`config.mk`:
```
export PLATFORM = sky130hd
export DESIGN_NAME = multi_train_self_healing
export DESIGN_NICKNAME = d
export VERILOG_FILES = /design/src/rtl/rail_pkg.sv /design/src/rtl/fault_detect_unit.sv /design/src/rtl/multi_train_self_healing.sv
export SDC_FILE = /design/constraint.sdc
export NUM_CORES = 1
export LEC_CHECK = 0
export CORE_MARGIN = 1
export CORE_UTILIZATION = 40
export CTS_CLUSTER_SIZE = 25
export DETAILED_ROUTE_END_ITERATION = 8
export PLACE_DENSITY_LB_ADDON = 0.25
export SETUP_SLACK_MARGIN = 0.05
export SLEW_MARGIN = 20
export SYNTH_ARGS = -nofsm -noshare
export SYNTH_HDL_FRONTEND = slang
export SYNTH_SLANG_ARGS = --single-unit
```
`constraint.sdc`:
```
create_clock -name clk -period 3.34 [get_ports clk]
set_input_delay 0.668 -clock clk [delete_from_list [all_inputs] [get_ports clk]]
set_output_delay 0.668 -clock clk [all_outputs]
set_load 0.01 [all_outputs]
```
`src/rtl/rail_pkg.sv`:
```
`default_nettype none
// ============================================================================
// Module      : rail_pkg
// Description : Shared constants, heal-mode encoding and fare helper.
// Revision    : 1.0
// ============================================================================
package rail_pkg;

  localparam logic [3:0] SEATS     = 4'd10;
  localparam logic [9:0] RATE0     = 10'd5;
  localparam logic [9:0] RATE1     = 10'd6;
  localparam logic [9:0] COMP_FARE = 10'd50;
  localparam logic [2:0] PRED_TH   = 3'd2;

  typedef enum logic [1:0] {
    MODE_NONE = 2'b00,
    MODE_COMP = 2'b01,
    MODE_SEAT = 2'b10,
    MODE_FULL = 2'b11
  } heal_mode_e;

  // Worst case 7 hops * 15 tickets * 6 = 630, so 10 bits never overflow.
  function automatic logic [9:0] calc_fare(input logic       train,
                                           input logic [2:0] hops,
                                           input logic [3:0] tickets);
    logic [9:0] h, t, r;
    h = {7'b0, hops};
    t = {6'b0, tickets};
    r = train ? RATE1 : RATE0;
    return h * t * r;
  endfunction

endpackage
`default_nettype wire

```
`src/rtl/fault_detect_unit.sv`:
```
`default_nettype none
// ============================================================================
// Module      : fault_detect_unit
// Description : Flags seat counters that overflow or disagree with shadows.
// Revision    : 1.0
// ============================================================================
module fault_detect_unit
  import rail_pkg::*;
(
  input  logic [3:0] cnt0_i,
  input  logic [3:0] cnt1_i,
  input  logic [3:0] shadow0_i,
  input  logic [3:0] shadow1_i,
  output logic       fault_flag
);

  logic w_overflow;
  logic w_mismatch;

  assign w_overflow = (cnt0_i > SEATS) || (cnt1_i > SEATS);
  assign w_mismatch = (cnt0_i != shadow0_i) || (cnt1_i != shadow1_i);
  assign fault_flag = w_overflow || w_mismatch;

endmodule
`default_nettype wire

```
`src/rtl/multi_train_self_healing.sv`:
```
`default_nettype none
// ============================================================================
// Module      : multi_train_self_healing
// Description : Two-train booking engine with fault detection and graded heal.
// Revision    : 1.0
// ============================================================================
module multi_train_self_healing
  import rail_pkg::*;
(
  input  logic       clk,
  input  logic       rst,
  input  logic       book_req,
  input  logic       train_id,
  input  logic [2:0] src,
  input  logic [2:0] dest,
  input  logic [3:0] num_tickets,
  output logic       success,
  output logic [3:0] booked_count,
  output logic [9:0] fare,
  output logic       fault_flag,
  output logic       predict_flag,
  output logic       heal_trigger,
  output logic [1:0] heal_mode
);

  logic [1:0][3:0] cnt_q, cnt_d, shadow_q, shadow_d;
  logic            last_train_q, last_train_d;
  logic            fault_q, fault_d;
  logic [2:0]      fault_cnt_q, fault_cnt_d;
  logic            heal_pend_q, heal_pend_d;
  logic            heal_trigger_q, heal_trigger_d;
  heal_mode_e      heal_mode_q, heal_mode_d;
  logic            predict_q, predict_d;
  logic            success_q, success_d;
  logic [9:0]      fare_q, fare_d;

  logic            w_fault;
  logic            w_rise;
  logic [4:0]      w_sum;
  logic            w_accept;
  logic [10:0]     w_fare_comp;

  fault_detect_unit fdu (
    .cnt0_i    (cnt_q[0]),
    .cnt1_i    (cnt_q[1]),
    .shadow0_i (shadow_q[0]),
    .shadow1_i (shadow_q[1]),
    .fault_flag(w_fault)
  );

  assign w_rise      = w_fault & ~fault_q;
  assign w_sum       = {1'b0, cnt_q[train_id]} + {1'b0, num_tickets};
  assign w_accept    = (dest > src) && (num_tickets != 4'd0) && (w_sum <= {1'b0, SEATS});
  assign w_fare_comp = {1'b0, fare_q} + {1'b0, COMP_FARE};

  always_comb begin
    cnt_d          = cnt_q;
    shadow_d       = shadow_q;
    last_train_d   = last_train_q;
    fault_d        = w_fault;
    fault_cnt_d    = fault_cnt_q;
    heal_pend_d    = 1'b0;
    heal_trigger_d = 1'b0;
    heal_mode_d    = heal_mode_q;
    predict_d      = predict_q;
    success_d      = success_q;
    fare_d         = fare_q;

    if (w_rise) begin
      heal_pend_d = 1'b1;
      if (fault_cnt_q != 3'd7) fault_cnt_d = fault_cnt_q + 3'd1;
      if (fault_cnt_d >= PRED_TH) predict_d = 1'b1;
    end

    // A pending heal owns this edge; any simultaneous booking is discarded.
    if (heal_pend_q) begin
      heal_trigger_d = 1'b1;
      if (book_req) success_d = 1'b0;
      if (fault_cnt_q == 3'd1) begin
        heal_mode_d = MODE_COMP;
        fare_d      = w_fare_comp[10] ? 10'h3FF : w_fare_comp[9:0];
      end else if (fault_cnt_q == 3'd2) begin
        heal_mode_d = MODE_SEAT;
        if (cnt_q[last_train_q] != 4'd0)
          cnt_d[last_train_q] = cnt_q[last_train_q] - 4'd1;
        if (shadow_q[last_train_q] != 4'd0)
          shadow_d[last_train_q] = shadow_q[last_train_q] - 4'd1;
      end else begin
        heal_mode_d = MODE_FULL;
        cnt_d       = '0;
        shadow_d    = '0;
        fare_d      = 10'd0;
        success_d   = 1'b0;
      end
    end else if (book_req) begin
      last_train_d = train_id;
      if (w_accept) begin
        cnt_d[train_id]    = w_sum[3:0];
        shadow_d[train_id] = shadow_q[train_id] + num_tickets;
        success_d          = 1'b1;
        fare_d             = calc_fare(train_id, dest - src, num_tickets);
      end else begin
        success_d = 1'b0;
        fare_d    = 10'd0;
      end
    end
  end

  always_ff @(posedge clk or negedge rst) begin
    if (!rst) begin
      cnt_q          <= '0;
      shadow_q       <= '0;
      last_train_q   <= 1'b0;
      fault_q        <= 1'b0;
      fault_cnt_q    <= 3'd0;
      heal_pend_q    <= 1'b0;
      heal_trigger_q <= 1'b0;
      heal_mode_q    <= MODE_NONE;
      predict_q      <= 1'b0;
      success_q      <= 1'b0;
      fare_q         <= 10'd0;
    end else begin
      cnt_q          <= cnt_d;
      shadow_q       <= shadow_d;
      last_train_q   <= last_train_d;
      fault_q        <= fault_d;
      fault_cnt_q    <= fault_cnt_d;
      heal_pend_q    <= heal_pend_d;
      heal_trigger_q <= heal_trigger_d;
      heal_mode_q    <= heal_mode_d;
      predict_q      <= predict_d;
      success_q      <= success_d;
      fare_q         <= fare_d;
    end
  end

  assign success      = success_q;
  assign booked_count = cnt_q[last_train_q];
  assign fare         = fare_q;
  assign fault_flag   = w_fault;
  assign predict_flag = predict_q;
  assign heal_trigger = heal_trigger_q;
  assign heal_mode    = heal_mode_q;

endmodule
`default_nettype wire

```
==> impl_metrics.tcl, run 1 <==
set metrics [dict create \
    outcome "finished with violations" \
    violated_checks "setup timing" \
    hpwl_um 6740 \
    tightestPinTransition_ns 0.838 \
    pin_count 34 \
    achievable-frequency_mhz 231 \
    edff_count_synth 0 \
    htree_levels 2 \
    layout_stage_area_growth_over_the_synthesis_result_pct 31.4 \
    crit_path_end_kind "register" \
    worst_setup_hold_path_clk_slew_ns 0.09 \
    maximum_number_of_pins_on_one_net_before_global_route_repair 38 \
    netlist_area_sq_um 3590 \
    power_per_cell_area_nw_per_um2 800 \
    die-area_sq_um 9370 \
    critPathArrivalTime_ns 4.51 \
    max_stage_delay_ns 0.56 \
    die_h_um 96.8 \
    synth.avg_cell_area_sq_um 9.51 \
    timing.max_cap.violations 0 \
    num_rows 34 \
    yosysSeqAreaShare_pct 25.8 \
    finalWorstPathRequiredPeriod_ns 4.33 \
    antenna_found_initial 0 \
    area_taken_by_flip_flops_and_latches_sq_um 926 \
    synthesized_flop_and_latch_total 37 \
    cts_root_buffer "sky130_fd_sc_hd__clkbuf_8" \
    regToRegSetupSlack_ns 0.46 \
    worstReg2RegEnd "cnt_q[2]$_DFFE_PN0P_" \
    cells_on_worst_hold_path 1 \
    cp.required_ns 3.52 \
    synth_net_count 434 \
    yosys_warnings 0 \
    synth_top_cell_by_area "sky130_fd_sc_hd__dfrtp_1" \
    detailroute.via_count 3067 \
    synthTopCellsByCount "sky130_fd_sc_hd__inv_1 (39), sky130_fd_sc_hd__dfrtp_1 (37), sky130_fd_sc_hd__nand2_1 (35), sky130_fd_sc_hd__ha_1 (30), sky130_fd_sc_hd__a21oi_1 (23)" \
    violation_count_after_the_first_detailed_route_iteration 157 \
    grt.total_usage_pct 19.3 \
    cts_tree "yes" \
    timing.final.ws_setup_ns -0.994 \
    cell_type_of_the_slowest_stage_on_the_worst_timing_path "sky130_fd_sc_hd__fa_2" \
    cts_sinks 37 \
    timing.final.setup_violations 7 \
    routabilityCongestion 0.913 \
    cts.path.max_buffers 2 \
    whs_endpoint "heal_pend_q$_DFF_PN0_" \
    ff2ff_path_depth 8 \
    cts-buffers-inserted 5 \
    ant_nets 0 \
    vdd_drop_max_uv 307 \
    number_of_fillers_in_the_final_layout 779 \
    final_core_density_pct 54.2 \
    gr-total-overflow 0 \
    antenna_cells 0 \
    final-hold-violation-count 0 \
    placeableCoreArea_sq_um 8720 \
    multiInputGateArea_sq_um 2730 \
    wire_length_of_the_first_global_routing_pass_um 14900 \
    nNetsFinal 512 \
    critical_path_peak_fanout 4 \
    leading_post_synthesis_cells_by_cell_area "sky130_fd_sc_hd__dfrtp_1 (26%), sky130_fd_sc_hd__ha_1 (10%), sky130_fd_sc_hd__fa_1 (6.7%)" \
    cp_cell_sequence "buf_8 > inv_12 > ha_4 > inv_4 > fa_2 > nand2_2 > fa_1 > inv_2 > ha_4 > a21o_1 > a21oi_2 > xnor2_2 > nand2_1 > fa_1 > inv_2 > ha_4 > nand2_4 > o21ai_4 > mux2i_1 > a31oi_1 > o22a_1" \
    overall_die_width_um 96.8 \
    timing.critical_path.mode_cell "sky130_fd_sc_hd__ha_4" \
    netlist.area_leader.share_pct 25.8 \
    critical_path_class "in2reg" \
    initial_utilization_pct 41.2 \
    synth_most_common_cell "sky130_fd_sc_hd__inv_1" \
    synth-async-reset-ratio_pct 100 \
    crit-reg2reg-launch "cnt_q[4]$_DFFE_PN0P_" \
    drc 0 \
    syn_inst 378 \
    rsz0062_at_grt "true" \
    first_global_vias 3183 \
    critical_path.n_buffers_inverters 5 \
    postSynth.topFlopCell "sky130_fd_sc_hd__dfrtp_1" \
    fin_worst_skew_ns 0.0112 \
    drv_slew 0 \
    final_min_period_over_clock_period_pct 130 \
    startpoint_of_the_lowest_slack_hold_path "fault_q$_DFF_PN0_" \
    place.port_buffers 33 \
    worst_hold_slack_ns 0.462 \
    post_route_cells_drive_above_1_share_pct 29.1 \
    post_detailed_routing_wire_length_um 8770 \
    worstSkewPairLatency_ns 0.29 \
    worst_slew_margin_rel_pct 44.2 \
    drt-vias-per-instance 5.43 \
    synth.lib_cells_used.distinct 62 \
    post_drt_wl_per_cell_um 15.5 \
    power.static_leakage_nw 2.15 \
    drtPass1Iterations 4 \
    hold_class "reg2reg" \
    worstSetupStartpoint "dest[0]" \
    start_kind "primary input" \
    cell_type_group_with_the_largest_total_delay_on_the_critical_path "adder cells" \
]
## where the power goes
part / switching [W] / leakage [nW] / internal, W
clock: 0.000177 / 0.0445 / 0.000148
sequential: 0.000250 / 0.465 / 0.000614
combinational: 0.00124 / 1.64 / 0.00136
## how the worst max path moves through the flow
stage	end	slack [ns]	cells past startpoint
detailed placement	fare[8]$_DFFE_PN0P_	-1.87	20
global route	fare[8]$_DFFE_PN0P_	-1.17	23
CTS	fare[8]$_DFFE_PN0P_	-1.06	20
finish	fare[8]$_DFFE_PN0P_	-0.99	21
global placement	fare[8]$_DFFE_PN0P_	-1.84	20
floorplan	fare[9]$_DFFE_PN0P_	-1.12	19
## routing by layer
| layer | routed length (um) | vias up | GRT usage [%] |
|---|---|---|---|
| met5 | 0 | - | 0 |
| met4 | 176 | 0 | 6.08 |
| met3 | 345 | 18 | 2.67 |
| met2 | 4190 | 86 | 33.0 |
| met1 | 4060 | 1465 | 25.2 |
| li1 | - | 1498 | - |
## metrics by stage
stage	total power (W)	area (sq um)	cells	TNS (ns)	worst slack (ns)
6_report	0.00378	4720	565	-5.97	-0.994
5_1_grt	0.00408	4720	565	-7.21	-1.17
4_1_cts	0.00363	4620	563	-6.23	-1.06
3_5_place_dp	0.00322	4450	549	-16.64	-1.87
3_3_place_gp	0.00316	4450	549	-16.45	-1.84
2_1_floorplan	0.00245	3750	378	-6.92	-1.12
## timing repair
| action | 4_1_cts | 5_1_grt |
|---|---|---|
| endpoints found under the setup margin | 11 | 26 |
| setup buffers | 7 | 2 |
| gates resized for setup | 31 | 13 |
| pin swaps | 37 | 12 |
| hold buffers | 0 | 0 |
## kinds of logic after synthesis
family | after synthesis | share of synthesized area [%]
AO/OA/AOI/OAI | 106 | 23.2
AND/OR/NAND/NOR | 86 | 11.5
buffers and inverters | 48 | 5.12
adder cells (fa/ha/maj) | 42 | 17.1
multiplexers | 37 | 11.9
flip-flops | 37 | 25.8
XOR/XNOR | 21 | 5.33
other | 1 | 0.104
## flip-flops by register name (all words and copies together), names as in the netlist
signal,count
cnt_q,8
predict_flag,1
heal_trigger,1
fault_q,1
heal_pend_q,1
heal_mode,2
fault_cnt_q,3
fare,10
shadow_q,8
last_train_q,1
success,1
## cells in the final DEF, fill, tap and decap left out, types with 11 or more instances in the layout
cell type / n
sky130_fd_sc_hd__xnor2_1: 11
sky130_fd_sc_hd__o21ai_0: 14
sky130_fd_sc_hd__o22ai_1: 11
sky130_fd_sc_hd__nor2_1: 21
sky130_fd_sc_hd__nand2_1: 31
sky130_fd_sc_hd__dfrtp_1: 37
sky130_fd_sc_hd__mux2i_1: 15
sky130_fd_sc_hd__inv_1: 29
sky130_fd_sc_hd__ha_1: 21
sky130_fd_sc_hd__a21oi_1: 17
sky130_fd_sc_hd__clkdlybuf4s50_1: 25
sky130_fd_sc_hd__buf_4: 41
## layout make-up
class	count	share of cell area [%]
Timing Repair Buffer	78	14.4
Clock buffer	5	1.46
Clock inverter	3	0.450
Sequential cell	37	19.6
Multi-Input combinational cell	293	57.7
Tap cell	108	2.86
Inverter	41	3.58
(Power assumes the default switching activity.)
==> run 2: changes to the inputs <==
clock period = 4.8 ns   (was 3.34 ns; I/O delays follow)
==> run 2 against run 1 <==
The run now ends clean. Total power fell by 35%. Clock skew fell by 0.0060 ns. Clock power fell by 30%. Largest cell class unchanged. Highest routed layer unchanged.
==> impl_metrics.tcl, run 2 (synthesis gave the netlist of run 1 again) <==
set metrics [dict create \
    outcome "complete, no violations" \
    antenna_cells 0 \
    final_min_period_over_clock_period_pct 98.6 \
    layout.cells.most_common_list "sky130_fd_sc_hd__dfrtp_1 (37), sky130_fd_sc_hd__nand2_1 (31), sky130_fd_sc_hd__inv_1 (29)" \
    post_route_cells_drive_above_1_share_pct 24.8 \
    cts.path.max_buffers 2 \
    drc 0 \
    drt-vias-per-instance 5.48 \
    crit_path_end_kind "register" \
    hpwl_um 6640 \
    grt_busiest_layer "met2" \
    maximum_number_of_pins_on_one_net_before_global_route_repair 38 \
    number_of_fillers_in_the_final_layout 789 \
    cp.required_ns 4.98 \
    start_kind "primary input" \
    power.static_leakage_nw 2.04 \
    final-hold-violation-count 0 \
    overall_die_width_um 96.8 \
    htree_levels 2 \
    layout_stage_area_growth_over_the_synthesis_result_pct 25.2 \
    drtPass1Iterations 4 \
    timing.max_cap.violations 0 \
    critical_path_class "in2reg" \
    multiInputGateArea_sq_um 2650 \
    achievable-frequency_mhz 211 \
    drv_slew 0 \
    initial_utilization_pct 41.2 \
    first_global_vias 3017 \
    met2_usage_pct 31.1 \
    critical_path_peak_fanout 3 \
    timing.final.setup_violations 0 \
    mostFrequentLayoutCell "sky130_fd_sc_hd__dfrtp_1" \
    detailroute.via_count 2998 \
    die-area_sq_um 9370 \
    vdd_drop_max_uv 196 \
    largest_reg_flops 10 \
    nNetsFinal 494 \
    num_rows 34 \
    grt.total_usage_pct 18.7 \
    place.port_buffers 33 \
    routabilityCongestion 0.867 \
    cts_sinks 37 \
    final_cell_area_sq_um 4500 \
    wire_length_of_the_first_global_routing_pass_um 14400 \
    ant_nets 0 \
    fin_worst_skew_ns 0.00521 \
    pin_count 34 \
    critPathArrivalTime_ns 4.91 \
    power_per_cell_area_nw_per_um2 542 \
    worst_hold_slack_ns 0.468 \
    antenna_found_initial 0 \
    cts_root_buffer "sky130_fd_sc_hd__clkbuf_8" \
    global_route.usage.met1_pct 25.1 \
    grt.met3_usage_pct 2.75 \
    post_drt_wl_per_cell_um 15.3 \
    placeableCoreArea_sq_um 8720 \
    place_area_sq_um 4320 \
    cts_tree "yes" \
    gr-total-overflow 0 \
    die_h_um 96.8 \
    worst_slew_margin_rel_pct 41.4 \
    worst_setup_hold_path_clk_slew_ns 0.08 \
    regToRegSetupSlack_ns 1.73 \
    violation_count_after_the_first_detailed_route_iteration 151 \
    rsz0062_at_grt "true" \
    finalWorstPathRequiredPeriod_ns 4.73 \
    post_detailed_routing_wire_length_um 8390 \
    cts-buffers-inserted 5 \
    worstSkewPairLatency_ns 0.29 \
    hold_class "reg2reg" \
    final_core_density_pct 51.6 \
    tightestPinTransition_ns 0.879 \
    area_taken_by_flip_flops_and_latches_sq_um 926 \
]
run 2: where the power goes:
part,internal (W),leakage (nW),total [W],switching [W]
sequential,0.000427,0.465,0.000600,0.000173
combinational,0.000816,1.53,0.00161,0.000796
clock,0.000103,0.0445,0.000228,0.000125
run 2: stage by stage:
stage,TNS (ns),total power (W),std cells,setup slack (ns)
after floorplan,0,0.00169,378,0.0441
final,0,0.00244,547,0.0679
after global placement,-4.03,0.00212,534,-0.682
after CTS,-0.0340,0.00240,544,-0.0340
after detailed placement,-4.76,0.00216,534,-0.810
after global routing,-0.379,0.00264,547,-0.132
run 2: final timing paths:
check	to	cells past startpoint	startpoint
max	fare[8]$_DFFE_PN0P_	20	dest[0]
min	heal_pend_q$_DFF_PN0_	1	fault_q$_DFF_PN0_
max reg2reg	shadow_q[1]$_DFFE_PN0P_	8	cnt_q[4]$_DFFE_PN0P_
min reg2reg	heal_pend_q$_DFF_PN0_	1	fault_q$_DFF_PN0_
max in group asynchronous	fare[9]$_DFFE_PN0P_	1	rst
min in group asynchronous	cnt_q[5]$_DFFE_PN0P_	1	rst
run 2: timing repair:
| item | in CTS | in global routing |
|---|---|---|
| setup endpoints to repair | 7 | 6 |
| pin swaps | 19 | 11 |
| buffers inserted | 2 | 2 |
| resized for setup | 22 | 10 |
| hold buffers | 0 | 0 |
run 2: final cells by class:
class                      instances  share of cell area (%)
inverter                          41                    3.75
clock inverter                     3                   0.473
tap                              108                    3.00
sequential                        37                    20.6
clock buffer                       5                    1.53
timing repair buffer              60                    11.7
multi-input combinational        293                    59.0
run 2: critical path, cell delays in order:
cell and delay [ns]:
sky130_fd_sc_hd__buf_8 0.11, sky130_fd_sc_hd__inv_12 0.04, sky130_fd_sc_hd__ha_4 0.12, sky130_fd_sc_hd__inv_4 0.04, sky130_fd_sc_hd__fa_2 0.39, sky130_fd_sc_hd__xor2_2 0.18
sky130_fd_sc_hd__nand2_1 0.10, sky130_fd_sc_hd__fa_1 0.52, sky130_fd_sc_hd__inv_2 0.05, sky130_fd_sc_hd__ha_4 0.15, sky130_fd_sc_hd__fa_2 0.55, sky130_fd_sc_hd__nand2_2 0.07
sky130_fd_sc_hd__fa_1 0.53, sky130_fd_sc_hd__inv_2 0.05, sky130_fd_sc_hd__fa_2 0.38, sky130_fd_sc_hd__a21oi_4 0.17, sky130_fd_sc_hd__o21ai_2 0.08, sky130_fd_sc_hd__mux2i_1 0.14
sky130_fd_sc_hd__a31oi_1 0.09, sky130_fd_sc_hd__o22a_1 0.18
run 2: metal layers:
layer / wire (um) / vias to the layer above
met1: 3910 / 1446
met2: 4010 / 72
met5: 0 / -
met3: 358 / 10
met4: 105 / 0
li1: - / 1470
==> run 3: changes to the inputs <==
SKIP_CTS_REPAIR_TIMING = 1   (was default)
==> run 3 against run 2 <==
Hold slack hardly changed. Sequential power about the same. Critical path depth unchanged. Core utilization grew 0.14 points. Via count is 0.43% lower. Routed wire length is 0.85% lower. Non-clock buffer count shrank 1. Maximum frequency is 0.44% lower. Register-to-register slack barely moved. Largest cell class unchanged.
==> impl_metrics.tcl, run 3 (synthesis gave the netlist of run 1 again) <==
set metrics [dict create \
    layout_stage_area_growth_over_the_synthesis_result_pct 25.6 \
    power.static_leakage_nw 2.06 \
    ant_nets 0 \
    hold_class "reg2reg" \
    overall_die_width_um 96.8 \
    place_area_sq_um 4320 \
    cp.required_ns 4.98 \
    area_taken_by_flip_flops_and_latches_sq_um 926 \
    gr-total-overflow 0 \
    drc 0 \
    post_drt_wl_per_cell_um 15.2 \
    power_per_cell_area_nw_per_um2 539 \
    routabilityCongestion 0.867 \
    critical_path_peak_fanout 3 \
    grt.total_usage_pct 18.5 \
    multiInputGateArea_sq_um 2660 \
    post_route_cells_drive_above_1_share_pct 25.1 \
    cts_tree "yes" \
    cts.path.max_buffers 2 \
    crit_path_end_kind "register" \
    timing.final.ws_setup_ns 0.0471 \
    initial_utilization_pct 41.2 \
    critPathArrivalTime_ns 4.93 \
    worstSkewPairLatency_ns 0.29 \
    hpwl_um 6640 \
    placeableCoreArea_sq_um 8720 \
    drv_slew 0 \
    vdd_drop_max_uv 195 \
    antenna_found_initial 0 \
    nNetsFinal 493 \
    final_cell_area_sq_um 4510 \
    final_core_density_pct 51.8 \
    violation_count_after_the_first_detailed_route_iteration 129 \
    largest_reg_flops 10 \
    timing.final.setup_violations 0 \
    pin_count 34 \
    cts-buffers-inserted 5 \
    first_global_vias 2985 \
    pre_cts_slack_ns -0.810 \
    start_kind "primary input" \
    num_rows 34 \
    ff2ff_path_depth 8 \
    place.port_buffers 33 \
    wire_length_of_the_first_global_routing_pass_um 14300 \
    mostFrequentLayoutCell "sky130_fd_sc_hd__dfrtp_1" \
    power_w 0.00243 \
    fin_worst_skew_ns 0.00402 \
    achievable-frequency_mhz 210 \
    tightestPinTransition_ns 0.858 \
    cells_on_worst_hold_path 1 \
    outcome "complete, no violations" \
    number_of_fillers_in_the_final_layout 788 \
    drt-vias-per-instance 5.47 \
    antenna_cells 0 \
    die-area_sq_um 9370 \
    maximum_number_of_pins_on_one_net_before_global_route_repair 38 \
    detailroute.via_count 2985 \
    final-hold-violation-count 0 \
    cts_root_buffer "sky130_fd_sc_hd__clkbuf_8" \
    cts_sinks 37 \
    worst_slew_margin_rel_pct 42.8 \
    die_h_um 96.8 \
    timing.max_cap.violations 0 \
    worst_setup_hold_path_clk_slew_ns 0.08 \
    finalWorstPathRequiredPeriod_ns 4.75 \
    layout.cells.most_common_list "sky130_fd_sc_hd__dfrtp_1 (37), sky130_fd_sc_hd__nand2_1 (31), sky130_fd_sc_hd__inv_1 (29)" \
    final_min_period_over_clock_period_pct 99.0 \
    drtPass1Iterations 4 \
    rsz0062_at_grt "true" \
    critical_path_class "in2reg" \
    post_detailed_routing_wire_length_um 8320 \
    htree_levels 2 \
]
[run 3: changes by cell type in the layout (fill, tap and decap cells not counted)]
cell | before | now
sky130_fd_sc_hd__ha_4 | 7 | 8
sky130_fd_sc_hd__buf_2 | 2 | 1
sky130_fd_sc_hd__buf_6 | 1 | 0
sky130_fd_sc_hd__a21oi_2 | 2 | 4
sky130_fd_sc_hd__a21oi_4 | 1 | 0
sky130_fd_sc_hd__a21oi_1 | 20 | 19
sky130_fd_sc_hd__dlygate4sd2_1 | 4 | 0
sky130_fd_sc_hd__clkbuf_2 | 0 | 1
sky130_fd_sc_hd__ha_1 | 23 | 22
sky130_fd_sc_hd__dlymetal6s2s_1 | 0 | 4
[run 3: power breakdown]
| group | internal [W] | switching [W] | total (W) |
|---|---|---|---|
| Sequential | 0.000427 | 0.000173 | 0.000600 |
| Combinational | 0.000814 | 0.000792 | 0.00161 |
| Clock | 0.000103 | 0.000124 | 0.000227 |
[run 3: path summary, 6_finish.rpt]
| path | start | to | slack, ns |
|---|---|---|---|
| max reg2reg | cnt_q[4]$_DFFE_PN0P_ | shadow_q[1]$_DFFE_PN0P_ | 1.73 |
| min reg2reg | fault_q$_DFF_PN0_ | heal_pend_q$_DFF_PN0_ | 0.47 |
| max in group asynchronous | rst | fare[5]$_DFFE_PN0P_ | 3.48 |
| max | dest[0] | fare[8]$_DFFE_PN0P_ | 0.05 |
| min | fault_q$_DFF_PN0_ | heal_pend_q$_DFF_PN0_ | 0.47 |
| min in group asynchronous | rst | cnt_q[5]$_DFFE_PN0P_ | 0.77 |
[run 3: layout make-up]
| cell class | count | area share, % |
|---|---|---|
| Sequential cell | 37 | 20.5 |
| Tap cell | 108 | 2.99 |
| Timing Repair Buffer | 59 | 11.8 |
| Clock inverter | 3 | 0.471 |
| Inverter | 41 | 3.74 |
| Multi-Input combinational cell | 293 | 59.0 |
| Clock buffer | 5 | 1.52 |
[run 3: through the flow]
step                setup TNS [ns]  hold slack, ns  std cells
floorplan                        0           0.349        378
global placement             -4.03           0.440        534
detailed placement           -4.76           0.449        534
CTS                          -2.58           0.472        542
global route                -0.390           0.507        546
finish                           0           0.468        546
[run 3: per-layer routing]
metal | vias to the layer above | track usage [%] | part of all wire (%)
li1 | 1466 | - | -
met1 | 1442 | 25.2 | 48
met2 | 69 | 30.6 | 47
met3 | 8 | 2.60 | 3.5
met4 | 0 | 5.40 | 1.1
met5 | - | 0 | 0
[run 3: worst max-delay path, stage by stage]
cell and delay (ns):
sky130_fd_sc_hd__buf_8 0.11, sky130_fd_sc_hd__inv_12 0.04, sky130_fd_sc_hd__ha_4 0.12, sky130_fd_sc_hd__inv_4 0.03
sky130_fd_sc_hd__fa_2 0.40, sky130_fd_sc_hd__xor2_2 0.21, sky130_fd_sc_hd__nand2_1 0.10, sky130_fd_sc_hd__fa_1 0.52
sky130_fd_sc_hd__inv_2 0.05, sky130_fd_sc_hd__ha_4 0.15, sky130_fd_sc_hd__fa_2 0.55, sky130_fd_sc_hd__nand2_2 0.07
sky130_fd_sc_hd__fa_1 0.53, sky130_fd_sc_hd__inv_2 0.06, sky130_fd_sc_hd__fa_2 0.35, sky130_fd_sc_hd__a21oi_2 0.19
sky130_fd_sc_hd__o21ai_2 0.10, sky130_fd_sc_hd__mux2i_1 0.14, sky130_fd_sc_hd__a31oi_1 0.09, sky130_fd_sc_hd__o22a_1 0.16
